<file path="src/rtl/video_timing_gen_if.sv">
// video_timing_gen_if: pixel-FIFO read port, run controls and the vs/hs/de/rgb565 output stream.
interface video_timing_gen_if;
  logic        en;
  logic [1:0]  mode;
  logic [15:0] fill_color;
  logic        fifo_rd_en;
  logic [15:0] fifo_rd_data;
  logic        fifo_empty;
  logic        vs_out;
  logic        hs_out;
  logic        de_out;
  logic [15:0] rgb565_out;
  logic        frame_start;
  logic [15:0] underflow_cnt;
  modport master (
    input  en, mode, fill_color, fifo_rd_data, fifo_empty,
    output fifo_rd_en, vs_out, hs_out, de_out, rgb565_out, frame_start, underflow_cnt
  );
  modport slave (
    output en, mode, fill_color, fifo_rd_data, fifo_empty,
    input  fifo_rd_en, vs_out, hs_out, de_out, rgb565_out, frame_start, underflow_cnt
  );
endinterface

</file>
<file path="src/rtl/video_timing_gen.sv">
// video_timing_gen: programmable raster timing with FIFO-fed or test-pattern rgb565 pixels.
module video_timing_gen #(
  parameter int H_ACTIVE = 1280,
  parameter int H_FP     = 110,
  parameter int H_SYNC   = 40,
  parameter int H_BP     = 220,
  parameter int V_ACTIVE = 720,
  parameter int V_FP     = 5,
  parameter int V_SYNC   = 5,
  parameter int V_BP     = 20,
  parameter int SYNC_POL = 1
) (
  input logic clk,
  input logic rst,
  video_timing_gen_if.master vid
);
  localparam int H_TOTAL = H_ACTIVE + H_FP + H_SYNC + H_BP;
  localparam int V_TOTAL = V_ACTIVE + V_FP + V_SYNC + V_BP;
  localparam int HW = $clog2(H_TOTAL + 1);
  localparam int VW = $clog2(V_TOTAL + 1);
  localparam logic [HW-1:0] H_LAST = HW'(H_TOTAL - 1);
  localparam logic [HW-1:0] H_ACT  = HW'(H_ACTIVE);
  localparam logic [HW-1:0] H_S0   = HW'(H_ACTIVE + H_FP);
  localparam logic [HW-1:0] H_S1   = HW'(H_ACTIVE + H_FP + H_SYNC);
  localparam logic [HW-1:0] H_Q1   = HW'(H_ACTIVE / 4);
  localparam logic [HW-1:0] H_Q2   = HW'(H_ACTIVE / 2);
  localparam logic [HW-1:0] H_Q3   = HW'(3 * H_ACTIVE / 4);
  localparam logic [VW-1:0] V_LAST = VW'(V_TOTAL - 1);
  localparam logic [VW-1:0] V_ACT  = VW'(V_ACTIVE);
  localparam logic [VW-1:0] V_S0   = VW'(V_ACTIVE + V_FP);
  localparam logic [VW-1:0] V_S1   = VW'(V_ACTIVE + V_FP + V_SYNC);
  localparam logic POL = SYNC_POL != 0;
  logic [HW-1:0] r_h;
  logic [VW-1:0] r_v;
  logic [1:0]    r_mode;
  logic          r_fifo_sel;
  logic [15:0]   r_rgb;
  logic          w_h_last, w_v_last, w_origin, w_act, w_hsync, w_vsync, w_rd, w_uf;
  logic [1:0]    w_mode;
  logic [15:0]   w_bar, w_pix;
  // At the frame origin the incoming mode is used directly so the first pixel matches the rest of the frame.
  always_comb begin
    w_h_last = r_h == H_LAST;
    w_v_last = r_v == V_LAST;
    w_origin = vid.en & (r_h == '0) & (r_v == '0);
    w_act    = vid.en & (r_h < H_ACT) & (r_v < V_ACT);
    w_hsync  = vid.en & (r_h >= H_S0) & (r_h < H_S1);
    w_vsync  = vid.en & (r_v >= V_S0) & (r_v < V_S1);
    w_mode   = w_origin ? vid.mode : r_mode;
    w_rd     = ~rst & w_act & (w_mode == 2'd0) & ~vid.fifo_empty;
    w_uf     = w_act & (w_mode == 2'd0) & vid.fifo_empty;
    w_bar    = r_h < H_Q1 ? 16'hF800 : r_h < H_Q2 ? 16'hFC00 : r_h < H_Q3 ? 16'hFFE0 : 16'h07E0;
    w_pix    = !w_act ? 16'h0000 :
               w_mode == 2'd1 ? w_bar :
               w_mode == 2'd2 ? 16'(r_h) + 16'd1 :
               w_mode == 2'd3 ? vid.fill_color : 16'h0000;
  end
  assign vid.fifo_rd_en = w_rd;
  // FIFO data only arrives in the output cycle, so it bypasses the pixel register.
  assign vid.rgb565_out = r_fifo_sel ? vid.fifo_rd_data : r_rgb;
  always_ff @(posedge clk or posedge rst) begin
    if (rst) begin
      r_h               <= '0;
      r_v               <= '0;
      r_mode            <= 2'd0;
      r_fifo_sel        <= 1'b0;
      r_rgb             <= 16'h0000;
      vid.de_out        <= 1'b0;
      vid.hs_out        <= ~POL;
      vid.vs_out        <= ~POL;
      vid.frame_start   <= 1'b0;
      vid.underflow_cnt <= 16'h0000;
    end else begin
      r_h               <= (!vid.en || w_h_last) ? '0 : r_h + HW'(1);
      r_v               <= !vid.en ? '0 : !w_h_last ? r_v : w_v_last ? '0 : r_v + VW'(1);
      r_mode            <= w_origin ? vid.mode : r_mode;
      r_fifo_sel        <= w_rd;
      r_rgb             <= w_pix;
      vid.de_out        <= w_act;
      vid.hs_out        <= w_hsync ? POL : ~POL;
      vid.vs_out        <= w_vsync ? POL : ~POL;
      vid.frame_start   <= w_origin;
      vid.underflow_cnt <= !vid.en ? 16'h0000 :
                           w_origin ? {15'h0, w_uf} :
                           vid.underflow_cnt + {15'h0, w_uf && vid.underflow_cnt != 16'hFFFF};
    end
  end
endmodule

</file>
<file path="src/flat_wrapper.sv">
// flat-port wrapper written by rule: the top's interface ports become plain ports
module video_timing_gen_flat 
#(
  parameter int H_ACTIVE = 1280,
  parameter int H_FP     = 110,
  parameter int H_SYNC   = 40,
  parameter int H_BP     = 220,
  parameter int V_ACTIVE = 720,
  parameter int V_FP     = 5,
  parameter int V_SYNC   = 5,
  parameter int V_BP     = 20,
  parameter int SYNC_POL = 1
)
  (clk, rst, vid_en, vid_mode, vid_fill_color, vid_fifo_rd_data, vid_fifo_empty, vid_fifo_rd_en, vid_vs_out, vid_hs_out, vid_de_out, vid_rgb565_out, vid_frame_start, vid_underflow_cnt);
  video_timing_gen_if vid_i ();
  input logic clk;
  input logic rst;
  input wire logic [$bits(vid_i.en)-1:0] vid_en;
  input wire logic [$bits(vid_i.mode)-1:0] vid_mode;
  input wire logic [$bits(vid_i.fill_color)-1:0] vid_fill_color;
  input wire logic [$bits(vid_i.fifo_rd_data)-1:0] vid_fifo_rd_data;
  input wire logic [$bits(vid_i.fifo_empty)-1:0] vid_fifo_empty;
  output wire logic [$bits(vid_i.fifo_rd_en)-1:0] vid_fifo_rd_en;
  output wire logic [$bits(vid_i.vs_out)-1:0] vid_vs_out;
  output wire logic [$bits(vid_i.hs_out)-1:0] vid_hs_out;
  output wire logic [$bits(vid_i.de_out)-1:0] vid_de_out;
  output wire logic [$bits(vid_i.rgb565_out)-1:0] vid_rgb565_out;
  output wire logic [$bits(vid_i.frame_start)-1:0] vid_frame_start;
  output wire logic [$bits(vid_i.underflow_cnt)-1:0] vid_underflow_cnt;
  assign vid_i.en = vid_en;
  assign vid_i.mode = vid_mode;
  assign vid_i.fill_color = vid_fill_color;
  assign vid_i.fifo_rd_data = vid_fifo_rd_data;
  assign vid_i.fifo_empty = vid_fifo_empty;
  assign vid_fifo_rd_en = vid_i.fifo_rd_en;
  assign vid_vs_out = vid_i.vs_out;
  assign vid_hs_out = vid_i.hs_out;
  assign vid_de_out = vid_i.de_out;
  assign vid_rgb565_out = vid_i.rgb565_out;
  assign vid_frame_start = vid_i.frame_start;
  assign vid_underflow_cnt = vid_i.underflow_cnt;
  video_timing_gen #(.H_ACTIVE(H_ACTIVE), .H_FP(H_FP), .H_SYNC(H_SYNC), .H_BP(H_BP), .V_ACTIVE(V_ACTIVE), .V_FP(V_FP), .V_SYNC(V_SYNC), .V_BP(V_BP), .SYNC_POL(SYNC_POL)) u_core (.clk(clk), .rst(rst), .vid(vid_i));
endmodule
</file>
<file path="config.mk">
export PLATFORM = sky130hd
export DESIGN_NAME = video_timing_gen_flat
export DESIGN_NICKNAME = d
export VERILOG_FILES = /design/src/rtl/video_timing_gen_if.sv /design/src/rtl/video_timing_gen.sv /design/src/flat_wrapper.sv
export SDC_FILE = /design/constraint.sdc
export NUM_CORES = 1
export LEC_CHECK = 0
export BUFFER_PORTS_ARGS = -buffer_cell sky130_fd_sc_hd__buf_2
export CAP_MARGIN = 20
export CORE_UTILIZATION = 35
export DETAILED_ROUTE_END_ITERATION = 7
export PLACE_DENSITY = 0.63
export SYNTH_ARGS = -nofsm -noshare
export SYNTH_HDL_FRONTEND = slang
export SYNTH_SLANG_ARGS = --single-unit
</file>
<file path="constraint.sdc">
create_clock -name clk -period 2.7 [get_ports clk]
set_input_delay 0.135 -clock clk [delete_from_list [all_inputs] [get_ports clk]]
set_output_delay 0.135 -clock clk [all_outputs]
set_load 0.01 [all_outputs]
</file>
==> run_results.csv, run 1 <==
group,metric,value,unit
clock_tree,tritoncts_num_sinks,60,
synth,synth_cells,387,
setup_path,worst-path-buf-inv,0,
synth,synth.area.mux_share,5.37,%
synth,synth_compound_area_share,13.4,%
synth,synth_edf_count,0,
power_and_ir_drop,sequentialPowerShare,42.5,%
grt,grt_pass1_vias,3095,
synth,async_flop_share,100,%
synth,synth-main-ff-cell,"dfrtp_1",
drt,num_vias,3261,
setup_path,startpoint,"u_core.r_h[7]",
power_and_ir_drop,power.internal,1630,uW
synth,ys_types,49,
setup_path,cp_cell_sequence,"nor4_2, nand3_2, nor4_4, o211ai_1, nor2_1, ha_1, nand4_1, nor3_2, and3_1, xnor2_1, nor2_1",
setup_path,path_common_cell,"nor2_1",
setup_path,r2r-start,"u_core.r_h[7]",
grt,grt_use_total,18.1,%
drt,dr.pass1.iters,4,
floorplan,die-area,10500,sq um
sta,grt_setup_unrepaired,"true",
layout,multi_input_area,1930,sq um
synth,synth-xor-area-share,5.94,%
sta,tns,0,ns
sta,hold_viol,0,
sta,fmax,375,MHz
drt,routed_wl,9230,microns
clock_tree,cts_tree,"yes",
floorplan,initial_utilization,36.2,%
setup_path,worstSetupEndpoint,"u_core.vid.underflow_cnt[12]",
layout,n_fill_cell,948,
floorplan,die-width,103,microns
setup_path,worstRegToRegCells,11,
drt,remaining_drc_errors,0,
setup_path,arrival,2.89,ns
setup_path,end_kind,"flip-flop",
layout,drive_above_1_share,34.3,%
placed_design,portBuffers,74,
clock_tree,clock_path_buffers,2,
layout,syn_to_final_growth,29.6,%
drt,ant_nets,0,
sta,finClkSkew,0.0112,ns
clock_tree,cts-root-buf,"clkbuf_8",
sta,hold_ws,0.0241,ns
layout,ff_latch_area,1500,sq um
floorplan,die_h,103,microns
power_and_ir_drop,p_clk_share,34.2,%
power_and_ir_drop,p_leak,0.00218,uW
layout,final_util,46.9,%
synth,synth_top_family_by_area,"simple AND/OR/NAND/NOR gates",
setup_path,crit_cells,11,
setup_path,start_kind,"flip-flop",
sta,slew_viol_final,0,
power_and_ir_drop,power_density,512,nW/um^2
synth,syn-num-nets,434,
power_and_ir_drop,peakVddDrop,0.251,mV
layout,insertedDiodeCount,0,
setup_path,crit_family,"simple AND/OR/NAND/NOR gates",
floorplan,io-pin-count,75,
power_and_ir_drop,switchingPower,714,uW
setup_path,r2r_slack,0.03,ns
placed_design,dpl.hpwl,6900,microns
sta,finalSetupViolCount,0,
synth,synth_fa_ha_area_share,3.18,%
worst_hold_path,hold_path_class,"input port to flip-flop",
job,maxCapViolCount,0,
drt,drt-initial-drc-count,257,
placed_design,place_congestion,0.917,
setup_path,path_max_fanout,4,
synth,netlist_area,3540,sq um
grt,grt_pass1_wl,14800,microns
clock_tree,clkLatencyLatePin,0.34,ns
worst_hold_path,min_path_cells,2,
power_and_ir_drop,p_sw_share,30.4,%
sta,period_needed,2.67,ns
drt,via_per_inst,5.14,
sta,slew_headroom,38.5,%
clock_tree,cts_buffers,9,
outcome,outcome,"finished clean",
synth,yosysTopAreaCell,"dfrtp_1",
synth,syn_area_per_cell,9.14,sq um
setup_path,cpPeakStageDelay,0.48,ns
synth,ys_ff_latch,60,
clock_tree,clkTransAtPathRegs,0.08,ns
sta,fin_ws,0.0316,ns
sta,fin_crit_sh,98.8,%
setup_path,cp_slowest_cell,"nor4_2",
synth,seq_area_frac_synth,42.4,%
grt,antenna_found_initial,0,
grt,grt_max_degree,44,
layout,fin_nets,544,
floorplan,core,9770,sq um
grt,overflow,0,
drt,drt-wirelength-per-cell,14.5,microns
power_and_ir_drop,totalPowerFinal,2350,uW
clock_tree,htreeDepth,3,
setup_path,crit_required,2.92,ns
floorplan,rows,36,
placed_design,dp_slack,-0.146,ns
synth,yosysTopAreaCellShare,42.4,%
setup_path,path_class,"flip-flop to flip-flop",
synth,yosys.area_share.simple,24.9,%
synth,synth.yosys.warnings,0,
synth,synth_area_leaders,"dfrtp_1 (42%), mux2_2 (5.1%), o21ai_0 (4.0%)",
setup_path,regToRegEndpoint,"u_core.vid.underflow_cnt[12]",
power_and_ir_drop,power_frac_comb,23.3,%
sta,tightest_slew,0.922,ns
==> worst min-delay path by stage <==
stage	startpoint	endpoint
final	vid_fifo_empty	u_core.r_fifo_sel
after global placement	rst	u_core.r_fifo_sel
after floorplan	rst	u_core.r_fifo_sel
after detailed placement	rst	u_core.r_fifo_sel
after global routing	vid_fifo_empty	u_core.r_fifo_sel
after CTS	vid_fifo_empty	u_core.r_fifo_sel
==> final cells by class <==
cell class	instances	area share, %
multi-input combinational	288	42.1
sequential	60	32.7
timing repair buffer	122	16.0
tap	133	3.63
clock buffer	10	2.78
clock inverter	6	1.42
inverter	16	1.31
==> logic make-up (layout without fill, tap and decap cells) <==
kind of cell | Yosys count | after routing
XOR/XNOR | 24 | 24
AND/OR/NAND/NOR | 162 | 162
adder cells (fa/ha/maj) | 9 | 9
flip-flops | 60 | 60
buffers and inverters | 39 | 154
AO/OA/AOI/OAI | 76 | 76
multiplexers | 17 | 17
==> what timing repair did <==
action | in CTS | in global routing
endpoints found under the hold margin | 1 | 0
resized for setup | 2 | 9
setup buffers | 0 | 2
endpoints found under the setup margin | 8 | 11
pin swaps | 1 | 6
hold buffers | 1 | 0
==> routing by layer <==
layer  global-route usage (%)  wire, microns  vias to the layer above
li1                         -              -                     1600
met1                     24.7           4190                     1568
met2                     28.5           4450                       85
met3                     3.46            441                        8
met4                     7.03            153                        0
met5                        0              0                        -
==> state kept, by name (all words and copies together) (netlist names) <==
register and flops:
u_core.vid.de_out 1, u_core.vid.vs_out 1, u_core.vid.hs_out 1, u_core.r_fifo_sel 1, u_core.r_h 11, u_core.vid.frame_start 1
u_core.r_mode 2, u_core.vid.underflow_cnt 16, u_core.r_v 10, u_core.r_rgb 16
==> worst reg2reg max path: stages, from the launching register on <==
cell and delay, ns:
dfrtp_1 0.39, nor4_2 0.48, nand3_2 0.19, nor4_4 0.19, o211ai_1 0.15, nor2_1 0.19
ha_1 0.19, nand4_1 0.15, nor3_2 0.23, and3_1 0.21, xnor2_1 0.13, nor2_1 0.05
==> cell usage after synthesis, drive strengths merged, types with 11 or more instances <==
master and n:
o21ai 30, inv 16, nand2 29, a21oi 11, mux2 16, xor2 12
nor2b 13, nor2 29, xnor2 12, dfrtp 60, and3 11, nand3 19
nor4 11, clkbuf 15, nor3 17
==> per-stage QoR <==
step	cells	area, sq um
3_3_place_gp	616	4310
2_1_floorplan	387	3550
6_report	635	4590
4_1_cts	633	4530
3_5_place_dp	616	4310
5_1_grt	635	4590
==> layout by cell type (no fill, tap or decap), types with 2 or more instances in the layout <==
master,n
mux2_2,16
nor4_2,2
xnor2_1,12
and2_1,9
and3_1,11
buf_2,74
inv_2,3
a21oi_1,11
nor2b_1,13
nor3_2,3
nand4_1,8
o31ai_1,7
a21boi_0,2
a211oi_1,6
nand4b_1,2
inv_1,13
o21ai_1,2
nand3_1,18
nand2_1,29
o22ai_1,2
nor4_1,8
o21ai_0,28
clkinvlp_4,4
dfrtp_1,60
buf_4,47
ha_1,7
nor2_1,29
or4_1,5
a31oi_1,3
nor3_1,14
o211ai_1,7
clkbuf_8,9
xor2_1,12
==> power groups by stage <==
stage | combinational, uW | sequential (uW) | clock [uW]
floorplan | 347 | 1000 | 0
global placement | 529 | 1010 | 0
detailed placement | 536 | 1010 | 0
CTS | 542 | 996 | 826
global route | 605 | 1000 | 880
finish | 548 | 997 | 804
Note: power is estimated with default switching activity, not from simulation.
==> run 2, diff against run 1 <==
Settings changed: PLACE_DENSITY 0.63 to 0.65.
==> run_results.csv, run 2 (synthesis gave the netlist of run 1 again) <==
group,metric,value,unit
outcome,outcome,"complete, but fails checks",
outcome,violations,"setup timing",
sta,slew_headroom,55.1,%
drt,dr.pass1.iters,5,
placed_design,dp.cells,618,
job,maxCapViolCount,0,
clock_tree,cts_tree,"yes",
drt,routed_wl,9410,microns
floorplan,die_h,103,microns
sta,tightest_slew,0.673,ns
power_and_ir_drop,peakVddDrop,0.214,mV
layout,final_util,47.2,%
layout,drive_above_1_share,35.1,%
layout,top_regs,"u_core.r_rgb x16, u_core.vid.underflow_cnt x16, u_core.r_h x11",
floorplan,die-area,10500,sq um
grt,grt_pass1_vias,3166,
clock_tree,cts-root-buf,"clkbuf_8",
layout,n_fill_cell,935,
drt,drt-wirelength-per-cell,14.8,microns
power_and_ir_drop,power_density,510,nW/um^2
drt,drt-initial-drc-count,210,
drt,remaining_drc_errors,0,
sta,slew_viol_final,0,
floorplan,core,9770,sq um
setup_path,path_class,"flip-flop to flip-flop",
worst_hold_path,hold_path_class,"input port to flip-flop",
placed_design,place_congestion,0.941,
layout,layout_commonest_cell,"buf_2",
sta,tns,-0.0387,ns
layout,syn_to_final_growth,30.5,%
setup_path,path_max_fanout,2,
placed_design,dpl.hpwl,6990,microns
clock_tree,clkLatencyLatePin,0.33,ns
sta,grt_setup_unrepaired,"true",
power_and_ir_drop,p_leak,0.00219,uW
drt,num_vias,3325,
sta,period_needed,2.74,ns
grt,overflow,0,
setup_path,arrival,2.94,ns
placed_design,portBuffers,74,
floorplan,initial_utilization,36.2,%
floorplan,die-width,103,microns
sta,hold_viol,0,
grt,antenna_found_initial,0,
clock_tree,htreeDepth,3,
layout,insertedDiodeCount,0,
clock_tree,cts_buffers,9,
sta,finalSetupViolCount,1,
layout,instances_no_fill,637,
floorplan,rows,36,
layout,fin_nets,546,
drt,ant_nets,0,
floorplan,io-pin-count,75,
layout,layout_common_cells,"buf_2 (74), dfrtp_1 (60), buf_4 (49)",
sta,fin_ws,-0.0387,ns
setup_path,crit_required,2.90,ns
sta,finClkSkew,0.00728,ns
sta,fin_crit_sh,101,%
clock_tree,tritoncts_num_sinks,60,
grt,grt_use_total,18.4,%
setup_path,end_kind,"flip-flop",
drt,via_per_inst,5.22,
grt,grt_pass1_wl,14900,microns
sta,fmax,365,MHz
clock_tree,clock_path_buffers,2,
grt,grt_max_degree,30,
setup_path,start_kind,"flip-flop",
clock_tree,clkTransAtPathRegs,0.07,ns
[run 2: cell count changes in the layout (fill, tap and decap cells not counted), sizes merged]
cell	delta
clkinvlp	-2
buf	+2
clkinv	+1
inv	+1
[run 2: cell type report]
| cell class | count | area, sq um | area share [%] |
|---|---|---|---|
| clock inverter | 6 | 63.8 | 1.38 |
| tap | 133 | 166 | 3.60 |
| timing repair buffer | 124 | 748 | 16.2 |
| sequential | 60 | 1500 | 32.5 |
| inverter | 16 | 60.1 | 1.30 |
| clock buffer | 10 | 128 | 2.76 |
| multi-input combinational | 288 | 1950 | 42.2 |
[run 2: final timing paths]
check	start	end	slack, ns	cells after the start
worst max-delay path	u_core.r_h[4]	u_core.vid.underflow_cnt[6]	-0.04	12
worst min-delay path	vid_fifo_empty	u_core.r_fifo_sel	0.02	2
worst max register to register	u_core.r_h[4]	u_core.vid.underflow_cnt[6]	-0.04	12
worst min register to register	u_core.vid.underflow_cnt[14]	u_core.vid.underflow_cnt[14]	0.56	2
max in group asynchronous	rst	u_core.vid.underflow_cnt[2]	1.57	4
min in group asynchronous	rst	u_core.r_rgb[5]	0.45	3
[run 2: worst max-delay path, stage by stage, from the launching register on]
cell and delay [ns]:
dfrtp_1 0.41, nor4_1 0.41, nand3_1 0.22, nor4_4 0.27, o211ai_1 0.14, nor2_1 0.18, ha_1 0.20, nand4_1 0.15
buf_4 0.18, buf_4 0.13, nor2_1 0.12, xnor2_1 0.14, nor2_1 0.06
[run 2: report_power, final]
| group | internal, uW | switching (uW) |
|---|---|---|
| sequential | 956 | 43.0 |
| combinational | 260 | 300 |
| clock | 426 | 368 |
[run 2: stage by stage]
step | total power [uW] | hold WS (ns) | setup WS (ns) | instance area (sq um)
3_5_place_dp | 1550 | 0.262 | -0.203 | 4330
3_3_place_gp | 1540 | 0.261 | -0.0363 | 4330
4_1_cts | 2350 | 0.0134 | -0.00760 | 4550
6_report | 2350 | 0.0225 | -0.0387 | 4620
5_1_grt | 2470 | 0.00405 | -0.207 | 4620
2_1_floorplan | 1350 | 0.256 | 0.00124 | 3550
[run 2: metal layers]
metal  global-route usage (%)  share of wire, %  wire (microns)  up-vias
met5                        0                 0               0        -
met4                     7.69               1.7             157        0
met3                     4.00               3.7             349       12
met2                     30.3                49            4650       89
met1                     23.3                45            4250     1625
li1                         -                 -               -     1599
[run 2: timing repair]
item	4_1_cts	5_1_grt
pin swaps	0	9
buffers inserted	0	2
hold buffers	1	0
endpoints found under the hold margin	28	0
setup endpoints to repair	12	12
resized for setup	3	13
==> run 3, diff against run 2 <==
--- a/config.mk
+++ b/config.mk
@@ -8,7 +8,7 @@
 export BUFFER_PORTS_ARGS = -buffer_cell sky130_fd_sc_hd__buf_2
 export CAP_MARGIN = 20
-export CORE_UTILIZATION = 35
+export CORE_UTILIZATION = 50
 export DETAILED_ROUTE_END_ITERATION = 7
-export PLACE_DENSITY = 0.65
+export PLACE_DENSITY = 0.85
 export SYNTH_ARGS = -nofsm -noshare
 export SYNTH_HDL_FRONTEND = slang
==> constraint.sdc (replaced) <==
create_clock -name clk -period 2.7 [get_ports clk]
set_input_delay 0.27 -clock clk [delete_from_list [all_inputs] [get_ports clk]]
set_output_delay 0.27 -clock clk [all_outputs]
set_load 0.01 [all_outputs]
==> run_results.csv, run 3 (synthesis gave the netlist of run 1 again) <==
group,metric,value,unit
outcome,outcome,"complete, but fails checks",
outcome,violations,"setup timing",
power_and_ir_drop,peakVddDrop,0.306,mV
clock_tree,cts-root-buf,"clkbuf_8",
drt,drt-wirelength-per-cell,17.6,microns
setup_path,worstRegToRegCells,11,
placed_design,dp.cells,576,
setup_path,start_kind,"flip-flop",
floorplan,die_h,86.1,microns
layout,fin_nets,548,
floorplan,rows,30,
drt,via_per_inst,5.93,
sta,fmax,347,MHz
sta,slew_viol_final,0,
clock_tree,clkTransAtPathRegs,0.07,ns
sta,tightest_slew,0.716,ns
power_and_ir_drop,power_frac_comb,23.1,%
clock_tree,clkLatencyLatePin,0.35,ns
drt,routed_wl,10600,microns
power_and_ir_drop,power.internal,1760,uW
grt,antenna_found_initial,0,
placed_design,dpl.hpwl,7070,microns
setup_path,crit_family,"simple AND/OR/NAND/NOR gates",
clock_tree,cts_tree,"yes",
sta,hold_viol,0,
setup_path,arrival,3.10,ns
sta,finalSetupViolCount,11,
sta,slew_headroom,52.3,%
clock_tree,htreeDepth,3,
sta,grt_setup_unrepaired,"true",
grt,grt_max_degree,37,
setup_path,cp_slowest_cell,"nor4_2",
floorplan,io-pin-count,75,
setup_path,crit_cells,11,
grt,overflow,0,
sta,fin_ws,-0.181,ns
grt,grt_pass1_vias,3411,
setup_path,cpPeakStageDelay,0.48,ns
power_and_ir_drop,p_leak,0.00223,uW
grt,grt_pass1_wl,16200,microns
floorplan,core,6830,sq um
placed_design,place_congestion,0.916,
sta,fin_crit_sh,107,%
sta,finClkSkew,0.00670,ns
clock_tree,cts_buffers,9,
setup_path,end_kind,"flip-flop",
layout,instances_no_fill,602,
power_and_ir_drop,switchingPower,753,uW
drt,ant_nets,0,
clock_tree,tritoncts_num_sinks,60,
floorplan,initial_utilization,51.8,%
layout,syn_to_final_growth,32.1,%
setup_path,path_common_cell,"nor2_1",
floorplan,die-area,7420,sq um
layout,top_regs,"u_core.r_rgb x16, u_core.vid.underflow_cnt x16, u_core.r_h x11",
placed_design,portBuffers,74,
layout,insertedDiodeCount,0,
setup_path,path_class,"flip-flop to flip-flop",
setup_path,crit_required,2.92,ns
worst_hold_path,min_path_cells,2,
setup_path,cp_cell_sequence,"nor4_2, nand3_1, nor4_4, o211ai_1, nor2_1, ha_2, nand4_1, nor3_2, and3_1, xnor2_1, nor2_1",
clock_tree,clock_path_buffers,2,
job,maxCapViolCount,0,
drt,drt-initial-drc-count,306,
drt,dr.pass1.iters,8,
worst_hold_path,hold_path_class,"input port to flip-flop",
drt,remaining_drc_errors,0,
setup_path,worst-path-buf-inv,0,
power_and_ir_drop,p_sw_share,30.0,%
power_and_ir_drop,power_density,537,nW/um^2
layout,layout_common_cells,"buf_2 (74), dfrtp_1 (60), buf_4 (50)",
layout,drive_above_1_share,37.2,%
sta,hold_ws,0.126,ns
grt,grt_use_total,28.2,%
layout,layout_commonest_cell,"buf_2",
floorplan,die-width,86.1,microns
power_and_ir_drop,p_clk_share,36.9,%
drt,num_vias,3570,
power_and_ir_drop,sequentialPowerShare,39.9,%
sta,period_needed,2.88,ns
setup_path,path_max_fanout,3,
## run 3: cell count changes in the layout (fill, tap and decap cells not counted), sizes merged
cell | previous run | this run
inv | 17 | 16
buf | 123 | 125
clkinv | 2 | 1
clkinvlp | 2 | 3
bufinv | 1 | 2
## run 3: metrics by stage
step / total power, uW / setup slack (ns) / cell area (sq um) / util [%] / TNS, ns
final: 2510 / -0.181 / 4670 / 68.4 / -1.36
after global routing: 2600 / -0.321 / 4670 / 68.4 / -2.99
after CTS: 2490 / -0.0294 / 4590 / 67.1 / -0.0579
after detailed placement: 1550 / -0.235 / 4260 / 62.3 / -1.51
after global placement: 1520 / 0.00786 / 4260 / 62.3 / 0
after floorplan: 1350 / 0.00124 / 3550 / - / 0
## run 3: routing by layer
metal | wire length (microns) | vias to the layer above | GRT usage (%)
met5 | 0 | - | 0
met2 | 5160 | 238 | 47.0
li1 | - | 1605 | -
met4 | 456 | 0 | 13.2
met1 | 4090 | 1670 | 34.6
met3 | 907 | 57 | 6.83
## run 3: path summary, 6_finish.rpt
check,startpoint,end,slack (ns)
min reg2reg,u_core.vid.underflow_cnt[12],u_core.vid.underflow_cnt[12],0.57
max,u_core.r_h[4],u_core.vid.underflow_cnt[12],-0.18
max reg2reg,u_core.r_h[4],u_core.vid.underflow_cnt[12],-0.18
min in group asynchronous,rst,u_core.r_rgb[15],0.55
min,vid_fifo_empty,u_core.r_fifo_sel,0.13
max in group asynchronous,rst,u_core.r_h[5],1.56
## run 3: layout make-up
type / count / area (sq um)
well taps: 96 / 120
fillers: 508 / 2160
flip-flops and latches: 60 / 1500
clock buffers: 10 / 138
clock inverters: 6 / 87.6
repair buffers: 126 / 776
multi-input cells: 288 / 1990
inverters: 16 / 60.1
## run 3: power groups by stage
| stage | Sequential [uW] | Combinational (uW) | Clock [uW] |
|---|---|---|---|
| floorplan | 1000 | 347 | 0 |
| global placement | 1010 | 512 | 0 |
| detailed placement | 1020 | 534 | 0 |
| CTS | 1000 | 561 | 930 |
| global route | 1010 | 625 | 970 |
| finish | 1000 | 580 | 928 |
## run 3: what timing repair did
item	CTS	global route
endpoints found under the setup margin	13	15
gates resized for setup	12	14
hold buffers	1	0
endpoints found under the hold margin	4	0
setup buffers	5	5
pin swaps	8	14
